## src/rtl/fetch_unit.sv

```systemverilog
// rtl/fetch_unit.sv - instruction fetch stage: PC, imem request/grant/response, instruction FIFO
module fetch_unit #(
  parameter logic [31:0] RESET_PC = 32'h0000_0000,
  parameter int unsigned DEPTH    = 2
) (
  input  logic        i_clk,
  input  logic        i_rst_n,
  output logic        o_imem_req,
  output logic [31:0] o_imem_addr,
  input  logic        i_imem_gnt,
  input  logic        i_imem_rvalid,
  input  logic [31:0] i_imem_rdata,
  input  logic        i_redirect,
  input  logic [31:0] i_redirect_pc,
  output logic        o_instr_valid,
  output logic [31:0] o_instr,
  output logic [31:0] o_pc,
  input  logic        i_id_ready
);

  localparam int unsigned AW = (DEPTH > 1) ? $clog2(DEPTH) : 1;
  localparam int unsigned CW = AW + 1;
  localparam logic [CW-1:0] DEPTH_C = CW'(DEPTH);
  localparam logic [31:0] NOP = 32'h0000_0013;

  typedef enum logic [1:0] {IDLE, REQ, WAIT, DISCARD} state_t;

  state_t        state, state_nxt;
  logic [31:0]   pc;
  logic [31:0]   instr_mem [DEPTH];
  logic [31:0]   pc_mem    [DEPTH];
  logic [AW-1:0] rd_ptr, wr_ptr;
  logic [CW-1:0] count, count_after_pop, count_nxt;
  logic          push, pop, room_now, room_after_push;

  // A redirect cancels both the pop and the push of the same cycle.
  assign pop  = o_instr_valid && i_id_ready && !i_redirect;
  assign push = (state == WAIT) && i_imem_rvalid && !i_redirect;

  always_comb begin
    count_after_pop = pop ? (count - CW'(1)) : count;
    count_nxt       = count_after_pop + (push ? CW'(1) : CW'(0));
    room_now        = (count_after_pop < DEPTH_C);
    room_after_push = ((count_after_pop + CW'(1)) < DEPTH_C);
  end

  always_ff @(posedge i_clk or negedge i_rst_n) begin
    if (!i_rst_n) state <= IDLE;
    else          state <= state_nxt;
  end

  always_comb begin
    state_nxt = state;
    case (state)
      IDLE:    if (room_now) state_nxt = REQ;
      REQ:     if (i_imem_gnt) state_nxt = WAIT;
      WAIT:    if (i_imem_rvalid) state_nxt = room_after_push ? REQ : IDLE;
      DISCARD: if (i_imem_rvalid) state_nxt = IDLE;
      default: state_nxt = IDLE;
    endcase
    // An accepted but unanswered fetch must still have its response swallowed.
    if (i_redirect) begin
      case (state)
        REQ:     state_nxt = i_imem_gnt ? DISCARD : IDLE;
        WAIT:    state_nxt = i_imem_rvalid ? IDLE : DISCARD;
        IDLE:    state_nxt = IDLE;
        DISCARD: state_nxt = i_imem_rvalid ? IDLE : DISCARD;
        default: state_nxt = IDLE;
      endcase
    end
  end

  always_comb begin
    o_imem_req  = (state == REQ);
    o_imem_addr = pc;
  end

  always_ff @(posedge i_clk or negedge i_rst_n) begin
    if (!i_rst_n) begin
      pc     <= RESET_PC;
      count  <= '0;
      rd_ptr <= '0;
      wr_ptr <= '0;
    end else if (i_redirect) begin
      pc     <= i_redirect_pc & 32'hFFFF_FFFC;
      count  <= '0;
      rd_ptr <= '0;
      wr_ptr <= '0;
    end else begin
      if (push) begin
        pc     <= pc + 32'd4;
        wr_ptr <= wr_ptr + 1'b1;
      end
      if (pop) rd_ptr <= rd_ptr + 1'b1;
      count <= count_nxt;
    end
  end

  always_ff @(posedge i_clk) begin
    if (push) begin
      instr_mem[wr_ptr] <= i_imem_rdata;
      pc_mem[wr_ptr]    <= pc;
    end
  end

  // Head outputs are muxed only from registered state.
  always_comb begin
    o_instr_valid = (count != '0);
    o_instr       = o_instr_valid ? instr_mem[rd_ptr] : NOP;
    o_pc          = o_instr_valid ? pc_mem[rd_ptr] : pc;
  end

endmodule

```

## config.mk

```make
export PLATFORM = sky130hd
export DESIGN_NAME = fetch_unit
export DESIGN_NICKNAME = d
export VERILOG_FILES = /design/src/rtl/fetch_unit.sv
export SDC_FILE = /design/constraint.sdc
export NUM_CORES = 1
export LEC_CHECK = 0
export BUFFER_PORTS_ARGS = -buffer_cell sky130_fd_sc_hd__buf_2
export CAP_MARGIN = 20
export CORE_MARGIN = 5
export CORE_UTILIZATION = 54
export CTS_CLUSTER_DIAMETER = 30
export CTS_CLUSTER_SIZE = 14
export DETAILED_ROUTE_END_ITERATION = 6
export PLACE_DENSITY = 0.85
export SLEW_MARGIN = 20
export SYNTH_ARGS = -nofsm -noshare
export SYNTH_HDL_FRONTEND = slang
export SYNTH_SLANG_ARGS = --single-unit
```

## constraint.sdc

```tcl
create_clock -name i_clk -period 6.3 [get_ports i_clk]
set_clock_uncertainty 0.2 [all_clocks]
set_input_delay 0.315 -clock i_clk [delete_from_list [all_inputs] [get_ports i_clk]]
set_output_delay 0.315 -clock i_clk [all_outputs]
set_load 0.005 [all_outputs]
```

==> flow_metrics.py, run 1 <==
metrics = {
    "clock_tree": {
        "clkTransAtPathRegs_ns": 0.06,
        "cts_sinks": 160,
        "cts_setup_buffers": 0,
        "cts_buffers": 17,
        "insertion_delay_ns": 0.41,
        "cts_tree": "yes",
        "cts_max_path_buffers": 2,
        "h-tree-depth": 4,
        "root_buffer": "clkbuf_16",
    },
    "sta": {
        "timing.fmax_ghz": 0.358,
        "setup_viol": 0,
        "worst_slew_pin_slew_ns": 1.09,
        "tns_ns": 0,
        "setup_ws_ns": 3.51,
        "slew_headroom_pct": 27.6,
        "rsz0062_at_grt": "no",
        "drv_slew": 0,
        "finalCritPeriodShare_pct": 44.4,
        "period_needed_ns": 2.79,
        "finalHoldViolCount": 0,
    },
    "power_and_ir_drop": {
        "power_density_nw_per_um2": 308,
        "ir_worst_vdd_mv": 0.190,
        "p_seq_share_pct": 46.7,
        "power_frac_comb_pct": 16.9,
        "intPower_uw": 2080,
        "power.switching_uw": 728,
        "p_clk_share_pct": 36.4,
        "swShare_pct": 25.9,
        "p_leak_uw": 0.00352,
    },
    "run_status": {
        "outcome": "finished clean",
    },
    "layout": {
        "drive_gt1_share_pct": 26.4,
        "areaGrowthSynthToFinish_pct": 30.9,
        "nets": 829,
        "fill_cells": 820,
    },
    "synth": {
        "synth_flop_cell": "edfxtp_1",
        "syn_avg_cell_area_um2": 12.8,
        "ys_seq_area_share_pct": 66.4,
        "ys_top_cells_by_count": "124 x edfxtp_1, 65 x mux2i_1, 56 x nand2_1, 56 x nor2_1, 47 x o21ai_0",
        "synth_most_common_cell": "edfxtp_1",
        "ys_ff_latch": 160,
        "synth_edf_count": 124,
        "synth_top_area_share_pct": 53.5,
        "synthesis.area_um2": 6960,
        "netlist_instances": 542,
        "synth_area_leaders": "edfxtp_1 53%, dfrtp_1 13%, mux2i_1 9.3%",
        "synth_top_area_cell": "edfxtp_1",
        "yosysUniqueCellTypes": 43,
        "ys_warn_count": 0,
        "synthArstFlopShare_pct": 22.5,
    },
    "floorplanning": {
        "die_w_um": 124,
        "rows": 41,
        "dieArea_um2": 15300,
        "die_h_um": 124,
        "io_pins": 168,
        "start_util_pct": 55.2,
        "core_um2": 12600,
    },
    "global_route": {
        "grt_overflow_total": 0,
        "antenna_found_initial": 0,
        "grtUsageTotal_pct": 21.9,
        "grt_max_degree": 92,
        "grt_pass1_vias": 5211,
        "grt_first_pass_wirelength_um": 25500,
    },
    "worst_setup_path": {
        "critPathLaunchType": "register",
        "cp.required_ns": 5.78,
        "cp_max_fo": 91,
        "end_kind": "output port",
        "path_class": "register to output port",
        "cp.arrival_ns": 2.28,
    },
    "placed_design": {
        "dp_hpwl_um": 10100,
        "place_ws_ns": 3.19,
        "io_buffers": 161,
        "place_congestion": 0.854,
    },
    "detailed_routing": {
        "ant_nets": 0,
        "drc_errors": 0,
        "routedWlPerCell_um": 17.4,
        "vias": 5184,
        "drtIter0Drc": 485,
        "wl_um": 16400,
        "drt_pass1_iterations": 5,
        "viasPerCell": 5.50,
    },
    "hold_path": {
        "hp-class": "input pin to register",
    },
    "flow_run": {
        "cap_violations": 0,
    },
}
-- power groups by stage --
stage | logic (uW) | registers, uW | clock network (uW)
4_1_cts | 475 | 1310 | 1040
3_3_place_gp | 428 | 1320 | 0
3_5_place_dp | 442 | 1330 | 0
5_1_grt | 526 | 1320 | 1090
6_report | 473 | 1310 | 1020
2_1_floorplan | 283 | 1280 | 0
-- cell families after synthesis --
| logic type | share of synthesized area, % |
|---|---|
| buffers and inverters | 2.89 |
| muxes | 9.50 |
| DFF | 66.4 |
| AOI/OAI and AO/OA | 6.85 |
| adders and majority gates | 0.539 |
| other | 0.0538 |
| and+or+nand+nor | 11.9 |
| xor gates and xnor gates | 1.89 |
-- per-layer routing --
metal  GRT usage (%)  vias to the layer above  routed length, um
met5               0                        -                  0
met4            9.97                        0                402
met3            4.30                       28               1100
met2            39.0                      232               8650
met1            25.5                     2488               6280
li1                -                     2436                  -
-- layout by cell type (no fill, tap or decap), drive strengths merged, types with 4 or more instances in the layout --
cell type | Yosys | layout
nor3 | 5 | 5
dfrtp | 36 | 36
xnor2 | 13 | 13
buf | 9 | 165
or3 | 5 | 5
clkbuf | 27 | 25
or4 | 13 | 13
nand2 | 56 | 56
dlygate4sd3 | 0 | 63
and4 | 5 | 5
nand3 | 4 | 4
o21ai | 47 | 47
o31ai | 11 | 11
a31oi | 17 | 17
conb | 1 | 4
inv | 10 | 13
edfxtp | 124 | 124
nor2b | 4 | 4
nor2 | 56 | 56
mux2i | 65 | 65
nand4 | 8 | 8
-- layout make-up --
cell class	count	area [um^2]	area share (%)
inverter	10	37.5	0.412
antenna	1	2.50	0.0275
sequential	160	4630	50.8
multi-input combinational	339	2160	23.7
timing repair buffer	228	1470	16.1
clock inverter	7	66.3	0.728
clock buffer	25	539	5.92
tap	172	215	2.36
-- worst max-delay path, stage by stage, from the launching register on --
cell and delay [ns]:
dfrtp_1 0.40, inv_1 0.10, ha_2 0.19, buf_4 0.60, nand2_1 0.16, o21ai_0 0.20
buf_2 0.18
-- metrics by stage --
stage	hold WS (ns)	instances	cell area [um^2]	utilization (%)	total power, uW
after CTS	0.0102	941	9110	72.2	2820
after global placement	0.232	846	7880	62.4	1750
after global routing	0.0281	941	9110	72.2	2930
final	0.0152	942	9110	72.2	2800
after floorplan	-0.181	545	6980	-	1570
after detailed placement	0.248	846	7880	62.4	1770
-- registers in the layout, summed over array words and instances, names as in the netlist --
signal,cells
pc_mem,60
instr_mem,64
state,2
rd_ptr,1
wr_ptr,1
count,2
o_imem_addr,30
-- worst paths after layout --
check                      slack, ns  depth (start not counted)                           to            startpoint
max                             3.51                          6                     o_pc[23]    count[0]$_DFF_PN0_
min                             0.02                          3  o_imem_addr[31]$_DFFE_PN0N_     i_redirect_pc[31]
min in group asynchronous       0.33                          2   o_imem_addr[3]$_DFFE_PN0N_               i_rst_n
max in group asynchronous       4.97                          2           rd_ptr$_DFFE_PN0P_               i_rst_n
min reg2reg                     0.39                          2         state[0]$_DFFE_PN0P_    count[0]$_DFF_PN0_
max reg2reg                     3.61                          3   instr_mem[1][17]$_DFFE_PP_  state[1]$_DFFE_PN0P_
-- what timing repair did --
| action | in CTS | in global routing |
|---|---|---|
| hold buffers | 63 | 0 |
| resized for setup | 0 | 0 |
| endpoints found under the hold margin | 130 | 0 |
| setup endpoints to repair | 0 | 0 |
Note: power is estimated with default switching activity, not from simulation.
==> run 2, diff against run 1 <==
==> constraint.sdc (replaced) <==
create_clock -name i_clk -period 2.93 [get_ports i_clk]
set_clock_uncertainty 0.2 [all_clocks]
set_input_delay 0.1465 -clock i_clk [delete_from_list [all_inputs] [get_ports i_clk]]
set_output_delay 0.1465 -clock i_clk [all_outputs]
set_load 0.005 [all_outputs]
==> flow_metrics.py, run 2 (same netlist as run 1, synthesis figures left out) <==
metrics = {
    "floorplanning": {
        "die_w_um": 124,
        "start_util_pct": 55.2,
        "die_h_um": 124,
        "dieArea_um2": 15300,
        "rows": 41,
        "io_pins": 168,
        "core_um2": 12600,
    },
    "placed_design": {
        "dp_hpwl_um": 9870,
        "dp_cells": 847,
        "place_congestion": 0.868,
        "io_buffers": 161,
        "dpl-instance-area_um2": 7940,
    },
    "layout": {
        "largest-register": "instr_mem",
        "layout_common_cells": "161 x buf_2, 124 x edfxtp_1, 66 x dlygate4sd3_1",
        "multi_input_area_um2": 2160,
        "mostFrequentLayoutCell": "buf_2",
        "largest_reg_flops": 64,
        "final-seq-area_um2": 4630,
        "areaGrowthSynthToFinish_pct": 32.8,
        "fill_cells": 804,
        "nets": 833,
        "drive_gt1_share_pct": 26.3,
        "fin_cells": 945,
        "design_area_um2": 9250,
        "n_antenna_cell": 0,
    },
    "detailed_routing": {
        "drt_pass1_iterations": 5,
        "viasPerCell": 5.52,
        "ant_nets": 0,
        "wl_um": 16900,
        "drtIter0Drc": 496,
        "vias": 5218,
        "routedWlPerCell_um": 17.9,
        "drc_errors": 0,
    },
    "sta": {
        "finalHoldViolCount": 0,
        "worst_slew_pin_slew_ns": 0.854,
        "setup_viol": 0,
        "rsz0062_at_grt": "no",
        "finalCritPeriodShare_pct": 90.0,
        "timing.fmax_ghz": 0.379,
        "drv_slew": 0,
        "holdWs_ns": 0.0544,
        "slew_headroom_pct": 43.0,
        "period_needed_ns": 2.64,
        "tns_ns": 0,
    },
    "worst_setup_path": {
        "critPathLaunchType": "register",
        "cp_max_fo": 19,
        "cp.required_ns": 3.07,
        "cp.arrival_ns": 2.77,
        "end_kind": "register",
        "path_class": "register to register",
    },
    "global_route": {
        "grt_first_pass_wirelength_um": 25700,
        "grt_overflow_total": 0,
        "grt_pass1_vias": 5261,
        "grt_max_degree": 92,
        "grtUsageTotal_pct": 22.2,
        "antenna_found_initial": 0,
    },
    "hold_path": {
        "hp-class": "input pin to register",
    },
    "power_and_ir_drop": {
        "power.switching_uw": 1590,
        "p_clk_share_pct": 38.3,
        "intPower_uw": 4710,
        "p_seq_share_pct": 44.3,
        "ir_worst_vdd_mv": 0.392,
        "p_total_uw": 6300,
        "swShare_pct": 25.2,
        "power_frac_comb_pct": 17.4,
        "p_leak_uw": 0.00356,
        "power_density_nw_per_um2": 681,
    },
    "clock_tree": {
        "insertion_delay_ns": 0.41,
        "cts_max_path_buffers": 2,
        "cts_tree": "yes",
        "root_buffer": "clkbuf_16",
        "cts_buffers": 17,
        "cts_sinks": 160,
        "clkTransAtPathRegs_ns": 0.06,
        "h-tree-depth": 4,
        "cts_resized": 0,
    },
    "run_status": {
        "outcome": "finished clean",
    },
    "flow_run": {
        "cap_violations": 0,
    },
}
==> run 2: final timing paths <==
| kind | startpoint | to | slack, ns | cells after the start |
|---|---|---|---|---|
| worst max-delay path | state[0]$_DFFE_PN0P_ | o_imem_addr[31]$_DFFE_PN0N_ | 0.29 | 4 |
| worst min register to register | o_imem_addr[31]$_DFFE_PN0N_ | pc_mem[1][31]$_DFFE_PP_ | 0.40 | 0 |
| min in group asynchronous | i_rst_n | count[0]$_DFF_PN0_ | 0.18 | 2 |
| worst min-delay path | i_redirect | count[1]$_DFF_PN0_ | 0.05 | 2 |
| worst max register to register | state[0]$_DFFE_PN0P_ | o_imem_addr[31]$_DFFE_PN0N_ | 0.29 | 4 |
| max in group asynchronous | i_rst_n | rd_ptr$_DFFE_PN0P_ | 1.72 | 2 |
==> run 2: per-stage QoR <==
| stage | setup slack, ns | util, % |
|---|---|---|
| after global placement | 0.435 | 62.9 |
| after global routing | 0.188 | 73.3 |
| after CTS | 0.322 | 73.3 |
| after detailed placement | 0.337 | 62.9 |
| final | 0.293 | 73.3 |
| after floorplan | 0.165 | - |
==> run 2: critical path, stage by stage (launching register included) <==
cell	delay [ns]
dfrtp_1	0.46
nand3b_4	0.27
or4_1	0.88
or4_1	0.57
a31oi_1	0.17
==> run 2: power by group through the flow <==
stage	Clock (uW)	Sequential, uW	Combinational, uW
floorplan	0	2750	612
global placement	0	2800	979
detailed placement	0	2830	1010
CTS	2440	2780	1090
global route	2560	2810	1200
finish	2410	2790	1100
==> run 2: cell type report <==
class | count | share of cell area, %
Timing Repair Buffer | 232 | 16.8
Inverter | 10 | 0.406
Tap cell | 172 | 2.33
Multi-Input combinational cell | 339 | 23.4
Clock buffer | 20 | 4.72
Clock inverter | 12 | 2.31
Sequential cell | 160 | 50.0
==> run 2: timing repair <==
item                                   4_1_cts  5_1_grt
hold buffers                                66        0
endpoints found under the hold margin      133        0
setup buffers                                0        0
==> run 2: metal layers <==
layer / global-route usage, % / part of all wire [%] / up-vias
met5: 0 / 0 / -
met4: 11.5 / 3.9 / 0
met3: 4.76 / 6.3 / 57
met2: 38.4 / 52 / 240
met1: 26.0 / 38 / 2481
li1: - / - / 2440
==> run 3, diff against run 2 <==
==> constraint.sdc (replaced) <==
create_clock -name i_clk -period 2.45 [get_ports i_clk]
set_clock_uncertainty 0.2 [all_clocks]
set_input_delay 0.1225 -clock i_clk [delete_from_list [all_inputs] [get_ports i_clk]]
set_output_delay 0.1225 -clock i_clk [all_outputs]
set_load 0.005 [all_outputs]
==> flow_metrics.py, run 3 (same netlist as run 1, synthesis figures left out) <==
metrics = {
    "run_status": {
        "outcome": "finished clean",
    },
    "placed_design": {
        "place_congestion": 0.874,
        "dp_hpwl_um": 10400,
        "dpl-instance-area_um2": 8120,
        "io_buffers": 161,
    },
    "clock_tree": {
        "clkTransAtPathRegs_ns": 0.06,
        "cts_buffers": 17,
        "cts_tree": "yes",
        "root_buffer": "clkbuf_16",
        "cts_sinks": 160,
        "insertion_delay_ns": 0.41,
        "cts_setup_buffers": 0,
        "h-tree-depth": 4,
        "cts_max_path_buffers": 2,
    },
    "worst_setup_path": {
        "cp_max_fo": 16,
        "crit_chain": "nand4_1 > or4_4 > or4_1 > a31oi_1",
        "slowest_delay_ns": 0.58,
        "path_class": "register to register",
        "critPathLaunchType": "register",
        "cp.required_ns": 2.57,
        "end_kind": "register",
        "crit_family": "simple AND/OR/NAND/NOR gates",
        "slowest_stage": "or4_1",
        "critPathBufInv": 0,
        "cp.arrival_ns": 2.46,
    },
    "layout": {
        "fill_cells": 807,
        "areaGrowthSynthToFinish_pct": 34.9,
        "multi_input_area_um2": 2170,
        "utilization_pct": 74.4,
        "largest_reg_flops": 64,
        "drive_gt1_share_pct": 28.6,
        "n_antenna_cell": 0,
        "largest-register": "instr_mem",
        "design_area_um2": 9390,
        "mostFrequentLayoutCell": "buf_2",
        "final-seq-area_um2": 4630,
        "layout_common_cells": "161 x buf_2, 124 x edfxtp_1, 65 x mux2i_1, 65 x dlygate4sd3_1",
        "nets": 856,
    },
    "sta": {
        "finalCritPeriodShare_pct": 95.6,
        "finalHoldViolCount": 0,
        "holdWs_ns": 0.0270,
        "rsz0062_at_grt": "no",
        "setup_viol": 0,
        "tns_ns": 0,
        "slew_headroom_pct": 44.0,
        "worst_slew_pin_slew_ns": 0.840,
        "period_needed_ns": 2.34,
        "timing.fmax_ghz": 0.427,
        "drv_slew": 0,
    },
    "floorplanning": {
        "die_h_um": 124,
        "io_pins": 168,
        "dieArea_um2": 15300,
        "die_w_um": 124,
        "rows": 41,
        "start_util_pct": 55.2,
        "core_um2": 12600,
    },
    "detailed_routing": {
        "wl_um": 17300,
        "ant_nets": 0,
        "routedWlPerCell_um": 17.8,
        "drtIter0Drc": 510,
        "drt_pass1_iterations": 5,
        "drc_errors": 0,
        "viasPerCell": 5.51,
        "vias": 5332,
    },
    "hold_path": {
        "hp-class": "input pin to register",
    },
    "global_route": {
        "grt_overflow_total": 0,
        "grt_max_degree": 92,
        "grt_first_pass_wirelength_um": 27000,
        "grtUsageTotal_pct": 23.2,
        "grt_pass1_vias": 5416,
        "antenna_found_initial": 0,
    },
    "flow_run": {
        "cap_violations": 0,
    },
    "power_and_ir_drop": {
        "ir_worst_vdd_mv": 0.563,
        "power_density_nw_per_um2": 791,
        "p_leak_uw": 0.00367,
        "p_total_uw": 7430,
    },
}
-- run 3: cell types whose count changed in the layout (fill, tap and decap cells not counted), sizes merged --
| cell | previous run | this run |
|---|---|---|
| clkinvlp | 2 | 0 |
| bufinv | 6 | 2 |
| buf | 166 | 190 |
| clkbuf | 20 | 24 |
| inv | 10 | 12 |
| dlygate4sd3 | 66 | 65 |
-- run 3: metal layers --
metal	up-vias	track usage (%)	share of wire, %
met5	-	0	0
met4	0	8.93	1.9
met3	28	4.07	5.8
met2	209	41.3	52
met1	2604	28.0	40
li1	2491	-	-
-- run 3: worst reg2reg max path: cells and delay by family, from the launching register on --
family | cells | cell delay (ns)
DFF | 1 | 0.50
AOI/OAI and AO/OA | 1 | 0.23
and+or+nand+nor | 3 | 1.33
-- run 3: power by group --
part           total (uW)  internal [uW]  switching (uW)
registers            3260           3120             137
clock network        2710           1710            1000
logic                1460            676             788
total                7430           5500            1930
-- run 3: path summary, 6_finish.rpt --
path,start,to,slack (ns),cells past startpoint
min,i_id_ready,rd_ptr$_DFFE_PN0P_,0.03,4
max,o_imem_addr[21]$_DFFE_PN0N_,o_imem_addr[30]$_DFFE_PN0N_,0.11,4
max in group asynchronous,i_rst_n,rd_ptr$_DFFE_PN0P_,1.27,2
min in group asynchronous,i_rst_n,o_imem_addr[2]$_DFFE_PN0N_,0.15,2
max reg2reg,o_imem_addr[21]$_DFFE_PN0N_,o_imem_addr[30]$_DFFE_PN0N_,0.11,4
min reg2reg,o_imem_addr[17]$_DFFE_PN0N_,pc_mem[0][17]$_DFFE_PP_,0.39,0
-- run 3: what timing repair did --
item	CTS	global route
setup endpoints to repair	0	7
hold buffers	65	0
hold endpoints to repair	132	0
gates resized for setup	0	1
-- run 3: area by class of cell --
class / instances / share of cell area (%)
inverters: 10 / 0.400
clock inverters: 8 / 1.01
repair buffers: 255 / 18.4
multi-input cells: 339 / 23.1
well taps: 172 / 2.29
clock buffers: 24 / 5.59
flip-flops and latches: 160 / 49.3
-- run 3: through the flow --
stage,std cells,setup slack (ns)
global route,968,0.0270
global placement,871,0.193
CTS,968,0.00700
floorplan,545,-0.305
detailed placement,871,0.0994
finish,968,0.108
